==> config.mk <==
export PLATFORM = sky130hd
export DESIGN_NAME = tft_spi_cmd_receiver
export DESIGN_NICKNAME = d
export VERILOG_FILES = /design/src/rtl/tft_spi_cmd_receiver.sv
export SDC_FILE = /design/constraint.sdc
export NUM_CORES = 1
export LEC_CHECK = 0
export CAP_MARGIN = 20
export CORE_ASPECT_RATIO = 2
export CORE_MARGIN = 10
export CORE_UTILIZATION = 25
export CTS_CLUSTER_DIAMETER = 80
export DETAILED_ROUTE_END_ITERATION = 8
export SLEW_MARGIN = 5
export SYNTH_ARGS = -nofsm -noshare
export SYNTH_HDL_FRONTEND = slang
export SYNTH_SLANG_ARGS = --single-unit
export TNS_END_PERCENT = 50
==> constraint.sdc <==
create_clock -name CLK -period 3.7 [get_ports CLK]
set_input_delay 0.37 -clock CLK [delete_from_list [all_inputs] [get_ports CLK]]
set_output_delay 0.37 -clock CLK [all_outputs]
set_load 0.02 [all_outputs]
==> src/rtl/tft_spi_cmd_receiver.sv <==
// TFT SPI responder: deserializes {RS, 16-bit} frames into register and GRAM pixel writes.
// Optional macro TFT_RX_SHADOW_EN adds a 256x16 readable shadow of all register writes.
module tft_spi_cmd_receiver #(
  parameter int SYNC_STAGES = 2,
  parameter int H_END_RST   = 175,
  parameter int V_END_RST   = 219
) (
  input  logic        CLK,
  input  logic        RST_N,
  input  logic        SCK,
  input  logic        MOSI,
  input  logic        RS,
  input  logic        CS,
  output logic        REG_WE,
  output logic [7:0]  REG_ADDR,
  output logic [15:0] REG_DATA,
  output logic        PIX_VALID,
  output logic [15:0] PIX_DATA,
  output logic [7:0]  PIX_X,
  output logic [7:0]  PIX_Y,
  output logic        FRAME_DONE
`ifdef TFT_RX_SHADOW_EN
  ,
  input  logic [7:0]  SHADOW_RADDR,
  output logic [15:0] SHADOW_RDATA
`endif
);

  localparam logic [7:0] H_END_INIT = 8'(H_END_RST);
  localparam logic [7:0] V_END_INIT = 8'(V_END_RST);

  // Pin bundle order {sck, mosi, rs, cs}; cs resets high so nothing is selected.
  logic [SYNC_STAGES-1:0][3:0] sync_q;
  logic sck_s, mosi_s, rs_s, cs_s;
  logic sck_d, rise_q, mosi_q, rs_q, cs_q;

  always_ff @(posedge CLK or negedge RST_N) begin
    if (!RST_N) begin
      for (int i = 0; i < SYNC_STAGES; i++) sync_q[i] <= 4'b0001;
    end else begin
      sync_q[0] <= {SCK, MOSI, RS, CS};
      for (int i = 1; i < SYNC_STAGES; i++) sync_q[i] <= sync_q[i-1];
    end
  end

  assign {sck_s, mosi_s, rs_s, cs_s} = sync_q[SYNC_STAGES-1];

  // Edge detect is registered together with data/rs/cs so all stay aligned.
  always_ff @(posedge CLK or negedge RST_N) begin
    if (!RST_N) begin
      sck_d  <= 1'b0;
      rise_q <= 1'b0;
      mosi_q <= 1'b0;
      rs_q   <= 1'b0;
      cs_q   <= 1'b1;
    end else begin
      sck_d  <= sck_s;
      rise_q <= sck_s & ~sck_d;
      mosi_q <= mosi_s;
      rs_q   <= rs_s;
      cs_q   <= cs_s;
    end
  end

  logic [3:0]  bit_cnt;
  logic [14:0] shift_reg;
  logic        word_done;
  logic        word_rs;
  logic [15:0] word_q;

  always_ff @(posedge CLK or negedge RST_N) begin
    if (!RST_N) begin
      bit_cnt   <= '0;
      shift_reg <= '0;
      word_done <= 1'b0;
      word_rs   <= 1'b0;
      word_q    <= '0;
    end else begin
      word_done <= 1'b0;
      if (cs_q) begin
        bit_cnt <= '0;
      end else if (rise_q) begin
        shift_reg <= {shift_reg[13:0], mosi_q};
        bit_cnt   <= bit_cnt + 4'd1;
        if (bit_cnt == 4'd15) begin
          word_done <= 1'b1;
          word_q    <= {shift_reg, mosi_q};
          word_rs   <= rs_q;
        end
      end
    end
  end

  logic [7:0] x, y, h_start, h_end, v_start, v_end;
  logic [7:0] x_adv, y_adv;
  logic       frame_end;

  // An x beyond h_end never matches, so it just wraps until it meets h_end again.
  always_comb begin
    frame_end = (x == h_end) && (y == v_end);
    x_adv     = x + 8'd1;
    y_adv     = y;
    if (x == h_end) begin
      x_adv = h_start;
      y_adv = (y == v_end) ? v_start : y + 8'd1;
    end
  end

  always_ff @(posedge CLK or negedge RST_N) begin
    if (!RST_N) begin
      REG_WE     <= 1'b0;
      REG_ADDR   <= '0;
      REG_DATA   <= '0;
      PIX_VALID  <= 1'b0;
      PIX_DATA   <= '0;
      PIX_X      <= '0;
      PIX_Y      <= '0;
      FRAME_DONE <= 1'b0;
      x          <= '0;
      y          <= '0;
      h_start    <= '0;
      h_end      <= H_END_INIT;
      v_start    <= '0;
      v_end      <= V_END_INIT;
    end else begin
      REG_WE     <= 1'b0;
      PIX_VALID  <= 1'b0;
      FRAME_DONE <= 1'b0;
      if (word_done) begin
        if (!word_rs) begin
          REG_ADDR <= word_q[7:0];
        end else begin
          REG_WE   <= 1'b1;
          REG_DATA <= word_q;
          case (REG_ADDR)
            8'h20: x       <= word_q[7:0];
            8'h21: y       <= word_q[7:0];
            8'h36: h_end   <= word_q[7:0];
            8'h37: h_start <= word_q[7:0];
            8'h38: v_end   <= word_q[7:0];
            8'h39: v_start <= word_q[7:0];
            8'h22: begin
              PIX_VALID  <= 1'b1;
              PIX_DATA   <= word_q;
              PIX_X      <= x;
              PIX_Y      <= y;
              FRAME_DONE <= frame_end;
              x          <= x_adv;
              y          <= y_adv;
            end
            default: ;
          endcase
        end
      end
    end
  end

`ifdef TFT_RX_SHADOW_EN
  logic [15:0] shadow [256];

  always_ff @(posedge CLK or negedge RST_N) begin
    if (!RST_N) begin
      for (int i = 0; i < 256; i++)
        shadow[i] <= (i == 'h36) ? 16'(H_END_RST) : (i == 'h38) ? 16'(V_END_RST) : 16'h0;
      SHADOW_RDATA <= '0;
    end else begin
      if (REG_WE) shadow[REG_ADDR] <= REG_DATA;
      SHADOW_RDATA <= shadow[SHADOW_RADDR];
    end
  end
`endif

endmodule
==> metrics.txt, run 1 <==
# TYPE chip_impl_metric gauge
chip_impl_metric{name="num_vias",unit=""} 4112
chip_impl_metric{name="achievable-frequency",unit="MHz"} 424
chip_impl_info{name="rsz0062_at_grt",value="no"} 1
chip_impl_metric{name="route.detailed.wl_per_inst",unit="um"} 18.2
chip_impl_metric{name="ctsHtreeMaxLevel",unit=""} 4
chip_impl_metric{name="diodes",unit=""} 0
chip_impl_metric{name="synth_cells",unit=""} 479
chip_impl_metric{name="cts.clk_slew.worst_paths",unit="ns"} 0.06
chip_impl_metric{name="power_frac_seq",unit="%"} 47.1
chip_impl_metric{name="drt_drc_violations_left",unit=""} 0
chip_impl_metric{name="syn_to_final_growth",unit="%"} 24.4
chip_impl_info{name="largest_registers",value="PIX_DATA: 16 flops, REG_DATA: 16 flops, word_q: 16 flops"} 1
chip_impl_metric{name="globalRouteOverflowTotal",unit=""} 0
chip_impl_info{name="hold_path_class",value="in -> reg"} 1
chip_impl_metric{name="floorplan.io_pins",unit=""} 65
chip_impl_metric{name="drtIter0Drc",unit=""} 169
chip_impl_metric{name="max-cap-violations",unit=""} 0
chip_impl_metric{name="yosysWarnings",unit=""} 0
chip_impl_metric{name="synthesis.area",unit="sq mm"} 0.00672
chip_impl_metric{name="layout.cells.non_filler",unit=""} 901
chip_impl_metric{name="core_region_area",unit="sq mm"} 0.0264
chip_impl_metric{name="grt_use_total",unit="%"} 10.0
chip_impl_metric{name="p_sw_share",unit="%"} 21.7
chip_impl_metric{name="power_frac_clock",unit="%"} 50.5
chip_impl_metric{name="syn_nets",unit=""} 488
chip_impl_metric{name="worst-path-max-fanout",unit=""} 34
chip_impl_metric{name="final.min_clock_period",unit="ns"} 2.36
chip_impl_metric{name="cp_required",unit="ns"} 4.01
chip_impl_metric{name="worstMarginPinSlew",unit="ns"} 0.886
chip_impl_metric{name="report.final.slew_viol_count",unit=""} 0
chip_impl_metric{name="routed-wl-met2",unit="mm"} 9.27
chip_impl_metric{name="synth_async_sr_flop_share",unit="%"} 100
chip_impl_metric{name="ant_nets",unit=""} 0
chip_impl_metric{name="total_leakage_power",unit="nW"} 3.84
chip_impl_info{name="status",value="finished clean"} 1
chip_impl_metric{name="vdd.ir_drop.worst",unit="uV"} 374
chip_impl_metric{name="report.final.hold_viol_count",unit=""} 0
chip_impl_metric{name="global_route_wire_length_before_repair",unit="mm"} 26.0
chip_impl_metric{name="port_buffers",unit=""} 64
chip_impl_metric{name="worst_slack",unit="ns"} 1.34
chip_impl_metric{name="setup_violations",unit=""} 0
chip_impl_info{name="start_kind",value="register"} 1
chip_impl_metric{name="first_global_vias",unit=""} 4404
chip_impl_metric{name="clock_latency",unit="ns"} 0.44
chip_impl_info{name="kind_of_end_point_of_the_critical_path",value="register"} 1
chip_impl_metric{name="power.net_switching",unit="mW"} 0.831
chip_impl_metric{name="timing.clock.skew",unit="ns"} 0.00888
chip_impl_metric{name="totalWireLength",unit="mm"} 16.4
chip_impl_metric{name="cts_inserted_buffers",unit=""} 17
chip_impl_info{name="synth_flop_cell",value="sky130_fd_sc_hd__dfrtp_1"} 1
chip_impl_metric{name="synth_area_per_cell",unit="sq um"} 14.0
chip_impl_metric{name="yosys_register_bits",unit=""} 157
chip_impl_metric{name="clock-sinks",unit=""} 157
chip_impl_metric{name="postCtsSetupBuffers",unit=""} 0
chip_impl_info{name="highest_signal_layer",value="met4"} 1
chip_impl_metric{name="cell_internal_pwr",unit="mW"} 2.99
chip_impl_metric{name="fp.dieH",unit="um"} 252
chip_impl_metric{name="synth_cell_type_count",unit=""} 53
chip_impl_metric{name="pwr-share-comb",unit="%"} 2.3
chip_impl_metric{name="post_route_cells_drive_above_1_share",unit="%"} 33.9
chip_impl_metric{name="starting_density_of_the_core",unit="%"} 25.5
chip_impl_metric{name="worst_ep_arrival_time",unit="ns"} 2.67
chip_impl_info{name="cts_tree",value="done"} 1
chip_impl_metric{name="grt_antenna_before_repair",unit=""} 0
chip_impl_metric{name="dp.final_hpwl",unit="mm"} 11.8
chip_impl_metric{name="ctsLongestPathBuffers",unit=""} 2
chip_impl_metric{name="power_density",unit="mW/mm^2"} 458
chip_impl_info{name="critical_path_class",value="reg -> reg"} 1
chip_impl_metric{name="timing.slew.headroom",unit="%"} 40.9
chip_impl_metric{name="total_power",unit="mW"} 3.83
chip_impl_metric{name="drtPass1Iterations",unit=""} 4
chip_impl_metric{name="grt_start_max_net_pins",unit=""} 70
chip_impl_metric{name="fp.dieW",unit="um"} 136
chip_impl_metric{name="synth_seq_area_share",unit="%"} 58.8
chip_impl_metric{name="dp_cells",unit=""} 868
chip_impl_metric{name="finalWeightedCongestion",unit=""} 0.848
chip_impl_metric{name="viasPerCell",unit=""} 4.56
chip_impl_metric{name="core.rowCount",unit=""} 84
chip_impl_metric{name="synth_enable_flop_cells",unit=""} 0
chip_impl_metric{name="die_area",unit="sq mm"} 0.0342
chip_impl_info{name="root_buffer",value="sky130_fd_sc_hd__clkbuf_16"} 1
chip_impl_metric{name="routed-wl-met3",unit="um"} 699
chip_impl_metric{name="final_min_period_over_clock_period",unit="%"} 63.8
chip_impl_metric{name="fin_setup_tns",unit="ns"} 0
chip_impl_metric{name="fin_nets",unit=""} 553
chip_impl_metric{name="preCtsSetupSlack",unit="ns"} 1.26
chip_impl_metric{name="wl_met1",unit="mm"} 5.77
## power by group through the flow
stage,registers [mW],logic (mW),clock network [mW]
after detailed placement,1.83,0.0927,0
final,1.80,0.0896,1.93
after global placement,1.83,0.0913,0
after floorplan,1.82,0.0447,0
after CTS,1.80,0.0941,1.98
after global routing,1.81,0.103,2.05
## cell usage after synthesis (all sizes together), types with 3 or more instances
cell type  count  area (sq um)
nor2b          6          37.5
nor3          14          75.1
ha             3          37.5
clkbuf         6          22.5
xnor2         14           123
inv            5          18.8
buf           19           134
a21oi          6          30.0
nand3b         4          30.0
mux2i          4          40.0
and4           5          43.8
nor2          13          66.3
xor2          12           113
o31ai          6          45.0
o21a           4          30.0
nand4          4          25.0
nand2         19          83.8
and3           4          25.0
mux2         124          1400
dfstp         15           394
o22a           4          35.0
nor3b          5          42.5
a211oi         5          37.5
nand3         11          60.1
o31a           3          26.3
dfrtp        142          3550
nand2b         3          18.8
## critical path, stage by stage, from the launching register on
cell	delay, ns
sky130_fd_sc_hd__dfrtp_1	0.37
sky130_fd_sc_hd__nand2_2	0.30
sky130_fd_sc_hd__inv_1	0.31
sky130_fd_sc_hd__nand3_2	0.16
sky130_fd_sc_hd__nor2_4	0.29
sky130_fd_sc_hd__nand2_4	0.36
sky130_fd_sc_hd__mux2_1	0.42
## per-layer routing
metal | vias to the layer above | GRT usage, %
met5 | - | 0
li1 | 1850 | -
met2 | 96 | 18.5
met1 | 2133 | 9.52
met4 | 0 | 5.87
met3 | 33 | 2.73
## layout make-up
type                    instances  area [sq um]
fillers                      2581         18000
flip-flops and latches        157          3950
multi-input cells             292          2590
repair buffers                 71           709
clock buffers                  19           453
well taps                     344           430
clock inverters                13           203
inverters                       5          18.8
## final timing paths
| kind | from | to | slack (ns) | cells past startpoint |
|---|---|---|---|---|
| max | word_rs | PIX_DATA[7] | 1.34 | 6 |
| min | CS | sync_q[0] | 0.34 | 1 |
| max reg2reg | word_rs | PIX_DATA[7] | 1.34 | 6 |
| min reg2reg | sync_q[2] | mosi_s | 0.34 | 0 |
| max in group asynchronous | RST_N | v_end[3] | 2.35 | 3 |
| min in group asynchronous | RST_N | PIX_Y[6] | 0.44 | 2 |
## cells by family after synthesis
family | synth area share [%]
DFF | 58.8
muxes | 21.4
and+or+nand+nor | 8.29
AOI/OAI and AO/OA | 4.90
buffers and inverters | 2.61
xor gates and xnor gates | 3.50
adders and majority gates | 0.559
## stage by stage
stage,area (sq um),hold slack [ns],utilization [%]
floorplan,6720,0.0744,-
global placement,7690,0.332,29.2
detailed placement,7690,0.337,29.2
CTS,8360,0.319,31.7
global route,8360,0.342,31.7
finish,8360,0.341,31.7
## cells in the final DEF (no fill, tap or decap), types with 3 or more instances in the layout
| cell | n |
|---|---|
| sky130_fd_sc_hd__clkinv_4 | 4 |
| sky130_fd_sc_hd__nand3b_1 | 4 |
| sky130_fd_sc_hd__dfstp_2 | 15 |
| sky130_fd_sc_hd__a211oi_1 | 5 |
| sky130_fd_sc_hd__mux2i_1 | 4 |
| sky130_fd_sc_hd__mux2_2 | 123 |
| sky130_fd_sc_hd__o22a_1 | 4 |
| sky130_fd_sc_hd__bufinv_16 | 4 |
| sky130_fd_sc_hd__nand4_1 | 4 |
| sky130_fd_sc_hd__ha_1 | 3 |
| sky130_fd_sc_hd__nor2b_1 | 6 |
| sky130_fd_sc_hd__xor2_1 | 11 |
| sky130_fd_sc_hd__clkbuf_16 | 17 |
| sky130_fd_sc_hd__clkdlybuf4s50_1 | 63 |
| sky130_fd_sc_hd__nand3_1 | 10 |
| sky130_fd_sc_hd__o21a_1 | 4 |
| sky130_fd_sc_hd__buf_4 | 5 |
| sky130_fd_sc_hd__nor2_1 | 10 |
| sky130_fd_sc_hd__and3_1 | 4 |
| sky130_fd_sc_hd__nand2b_1 | 3 |
| sky130_fd_sc_hd__nor3_1 | 13 |
| sky130_fd_sc_hd__o31ai_1 | 6 |
| sky130_fd_sc_hd__a21oi_1 | 6 |
| sky130_fd_sc_hd__dfrtp_1 | 142 |
| sky130_fd_sc_hd__nand2_1 | 16 |
| sky130_fd_sc_hd__xnor2_1 | 14 |
| sky130_fd_sc_hd__and4_1 | 5 |
| sky130_fd_sc_hd__inv_1 | 5 |
| sky130_fd_sc_hd__o31a_1 | 3 |
| sky130_fd_sc_hd__nor3b_1 | 4 |
## timing repair
item,4_1_cts,5_1_grt
gates resized for setup,0,0
hold buffers,1,0
hold endpoints to repair,42,0
(Power assumes the default switching activity.)
==> run 2, diff against run 1 <==
==> constraint.sdc (replaced) <==
create_clock -name CLK -period 2 [get_ports CLK]
set_input_delay 0.2 -clock CLK [delete_from_list [all_inputs] [get_ports CLK]]
set_output_delay 0.2 -clock CLK [all_outputs]
set_load 0.02 [all_outputs]
==> metrics.txt, run 2 (synthesis results as in run 1) <==
# TYPE chip_impl_metric gauge
chip_impl_metric{name="power_density",unit="mW/mm^2"} 795
chip_impl_info{name="critical_path.startpoint",value="x[7]"} 1
chip_impl_metric{name="drtPass1Iterations",unit=""} 4
chip_impl_metric{name="first_global_vias",unit=""} 4545
chip_impl_metric{name="grt_use_total",unit="%"} 10.6
chip_impl_metric{name="ctsLongestPathBuffers",unit=""} 2
chip_impl_metric{name="setup_violations",unit=""} 0
chip_impl_metric{name="achievable-frequency",unit="MHz"} 521
chip_impl_metric{name="totalWireLength",unit="mm"} 17.2
chip_impl_info{name="largest_registers",value="PIX_DATA: 16 flops, REG_DATA: 16 flops, word_q: 16 flops"} 1
chip_impl_metric{name="dp.final_hpwl",unit="mm"} 12.9
chip_impl_metric{name="cts_inserted_buffers",unit=""} 17
chip_impl_metric{name="cp_slowest_stage_delay",unit="ns"} 0.47
chip_impl_metric{name="drtIter0Drc",unit=""} 127
chip_impl_metric{name="clock-sinks",unit=""} 157
chip_impl_info{name="crit_family",value="flip-flops"} 1
chip_impl_metric{name="num_vias",unit=""} 4180
chip_impl_metric{name="total_leakage_power",unit="nW"} 4.04
chip_impl_metric{name="cp_required",unit="ns"} 2.32
chip_impl_metric{name="globalRouteOverflowTotal",unit=""} 0
chip_impl_metric{name="syn_to_final_growth",unit="%"} 28.7
chip_impl_metric{name="final.hold.worst_slack",unit="ns"} 0.204
chip_impl_info{name="layout_commonest_cell",value="sky130_fd_sc_hd__dfrtp_1"} 1
chip_impl_metric{name="core.rowCount",unit=""} 84
chip_impl_metric{name="grt_start_max_net_pins",unit=""} 64
chip_impl_metric{name="vdd.ir_drop.worst",unit="uV"} 671
chip_impl_info{name="kind_of_end_point_of_the_critical_path",value="register"} 1
chip_impl_metric{name="drt_drc_violations_left",unit=""} 0
chip_impl_info{name="cts_tree",value="done"} 1
chip_impl_info{name="critical_path_class",value="reg -> reg"} 1
chip_impl_metric{name="number_of_gates_given_a_new_drive_strength_after_cts",unit=""} 0
chip_impl_metric{name="final.min_clock_period",unit="ns"} 1.92
chip_impl_info{name="final_cell_mix",value="142 x sky130_fd_sc_hd__dfrtp_1, 123 x sky130_fd_sc_hd__mux2_2, 63 x sky130_fd_sc_hd__clkdlybuf4s50_1"} 1
chip_impl_metric{name="worst-path-max-fanout",unit=""} 14
chip_impl_metric{name="grt_antenna_before_repair",unit=""} 0
chip_impl_metric{name="cts.clk_slew.worst_paths",unit="ns"} 0.06
chip_impl_metric{name="core_region_area",unit="sq mm"} 0.0264
chip_impl_metric{name="fp.dieW",unit="um"} 136
chip_impl_metric{name="die_area",unit="sq mm"} 0.0342
chip_impl_metric{name="clock_latency",unit="ns"} 0.43
chip_impl_metric{name="max-cap-violations",unit=""} 0
chip_impl_metric{name="viasPerCell",unit=""} 4.45
chip_impl_info{name="reg2reg_from",value="x[7]"} 1
chip_impl_metric{name="ctsHtreeMaxLevel",unit=""} 4
chip_impl_metric{name="port_buffers",unit=""} 64
chip_impl_metric{name="floorplan.io_pins",unit=""} 65
chip_impl_metric{name="fp.dieH",unit="um"} 252
chip_impl_info{name="cp_cell_sequence",value="xor2_1 -> nor4_4 -> buf_4 -> nand2_2 -> o31a_1 -> o22a_1"} 1
chip_impl_metric{name="worst_ep_arrival_time",unit="ns"} 2.24
chip_impl_info{name="hold_path_class",value="in -> reg"} 1
chip_impl_metric{name="diodes",unit=""} 0
chip_impl_metric{name="global_route_wire_length_before_repair",unit="mm"} 27.0
chip_impl_metric{name="timing.clock.skew",unit="ns"} 0.00934
chip_impl_info{name="cpMaxStageDelayCell",value="sky130_fd_sc_hd__dfrtp_1"} 1
chip_impl_info{name="start_kind",value="register"} 1
chip_impl_metric{name="finish.utilization",unit="%"} 32.8
chip_impl_metric{name="worstMarginPinSlew",unit="ns"} 0.549
chip_impl_metric{name="finalWeightedCongestion",unit=""} 0.875
chip_impl_metric{name="starting_density_of_the_core",unit="%"} 25.5
chip_impl_metric{name="fin_nets",unit=""} 591
chip_impl_metric{name="route.detailed.wl_per_inst",unit="um"} 18.3
chip_impl_info{name="root_buffer",value="sky130_fd_sc_hd__clkbuf_16"} 1
chip_impl_info{name="rsz0062_at_grt",value="yes"} 1
chip_impl_metric{name="cp_num_buf_inv",unit=""} 1
chip_impl_metric{name="report.final.hold_viol_count",unit=""} 0
chip_impl_metric{name="timing.slew.headroom",unit="%"} 63.4
chip_impl_info{name="status",value="finished clean"} 1
chip_impl_info{name="worstHoldStart",value="RS"} 1
chip_impl_metric{name="post_route_cells_drive_above_1_share",unit="%"} 38.0
chip_impl_metric{name="ant_nets",unit=""} 0
chip_impl_metric{name="final_min_period_over_clock_period",unit="%"} 96.0
chip_impl_metric{name="report.final.slew_viol_count",unit=""} 0
-- run 2: cell count changes in the layout (fill, tap and decap cells not counted) --
cell                        before  now
sky130_fd_sc_hd__buf_12          1    5
sky130_fd_sc_hd__buf_4           5   39
sky130_fd_sc_hd__bufinv_16       4    2
sky130_fd_sc_hd__clkbuf_1        0    1
sky130_fd_sc_hd__clkbuf_8        2    1
sky130_fd_sc_hd__clkinv_4        4    1
sky130_fd_sc_hd__inv_6           2    4
sky130_fd_sc_hd__inv_8           2    5
-- run 2: worst paths after layout --
kind	to	slack, ns	cells past startpoint
setup / recovery	x[0]	0.08	6
hold / removal	sync_q[1]	0.20	1
setup reg to reg	x[0]	0.08	6
hold reg to reg	mosi_s	0.34	0
max in group asynchronous	sync_q[0]	1.02	3
min in group asynchronous	PIX_Y[5]	0.23	2
-- run 2: final cells by class --
type	count	area [sq um]
Clock buffer	19	443
Inverter	5	18.8
Sequential cell	157	3950
Multi-Input combinational cell	292	2590
Fill cell	2585	17700
Timing Repair Buffer	109	1040
Clock inverter	13	168
Tap cell	344	430
-- run 2: worst reg2reg max path: stages, from the launching register on --
cell and delay [ns]:
sky130_fd_sc_hd__dfrtp_1 0.47, sky130_fd_sc_hd__xor2_1 0.20, sky130_fd_sc_hd__nor4_4 0.35, sky130_fd_sc_hd__buf_4 0.26, sky130_fd_sc_hd__nand2_2 0.08, sky130_fd_sc_hd__o31a_1 0.28, sky130_fd_sc_hd__o22a_1 0.18
-- run 2: metrics by stage --
stage	setup TNS, ns	instances	setup slack [ns]	total power, mW	area [sq um]
6_report	0	939	0.0808	6.88	8650
3_3_place_gp	0	906	0.127	3.57	8030
5_1_grt	-0.0213	939	-0.0111	7.15	8650
4_1_cts	0	939	0.0696	6.98	8650
3_5_place_dp	0	906	0.0996	3.57	8030
2_1_floorplan	0	479	0.139	3.45	6720
-- run 2: metal layers --
metal  track usage, %  vias to the layer above  part of all wire [%]
li1                 -                     1922                     -
met2             19.4                      106                    56
met3             2.85                       44                   4.6
met1             9.55                     2108                    33
met5                0                        -                     0
met4             7.92                        0                   5.9
-- run 2: power by group --
part	internal (mW)	switching (mW)
registers	3.27	0.0644
clock network	1.93	1.44
logic	0.0846	0.0866
total	5.29	1.59
-- run 2: what timing repair did --
action	4_1_cts	5_1_grt
endpoints found under the setup margin	0	3
endpoints found under the hold margin	33	0
buffers inserted	0	0
hold buffers	1	0
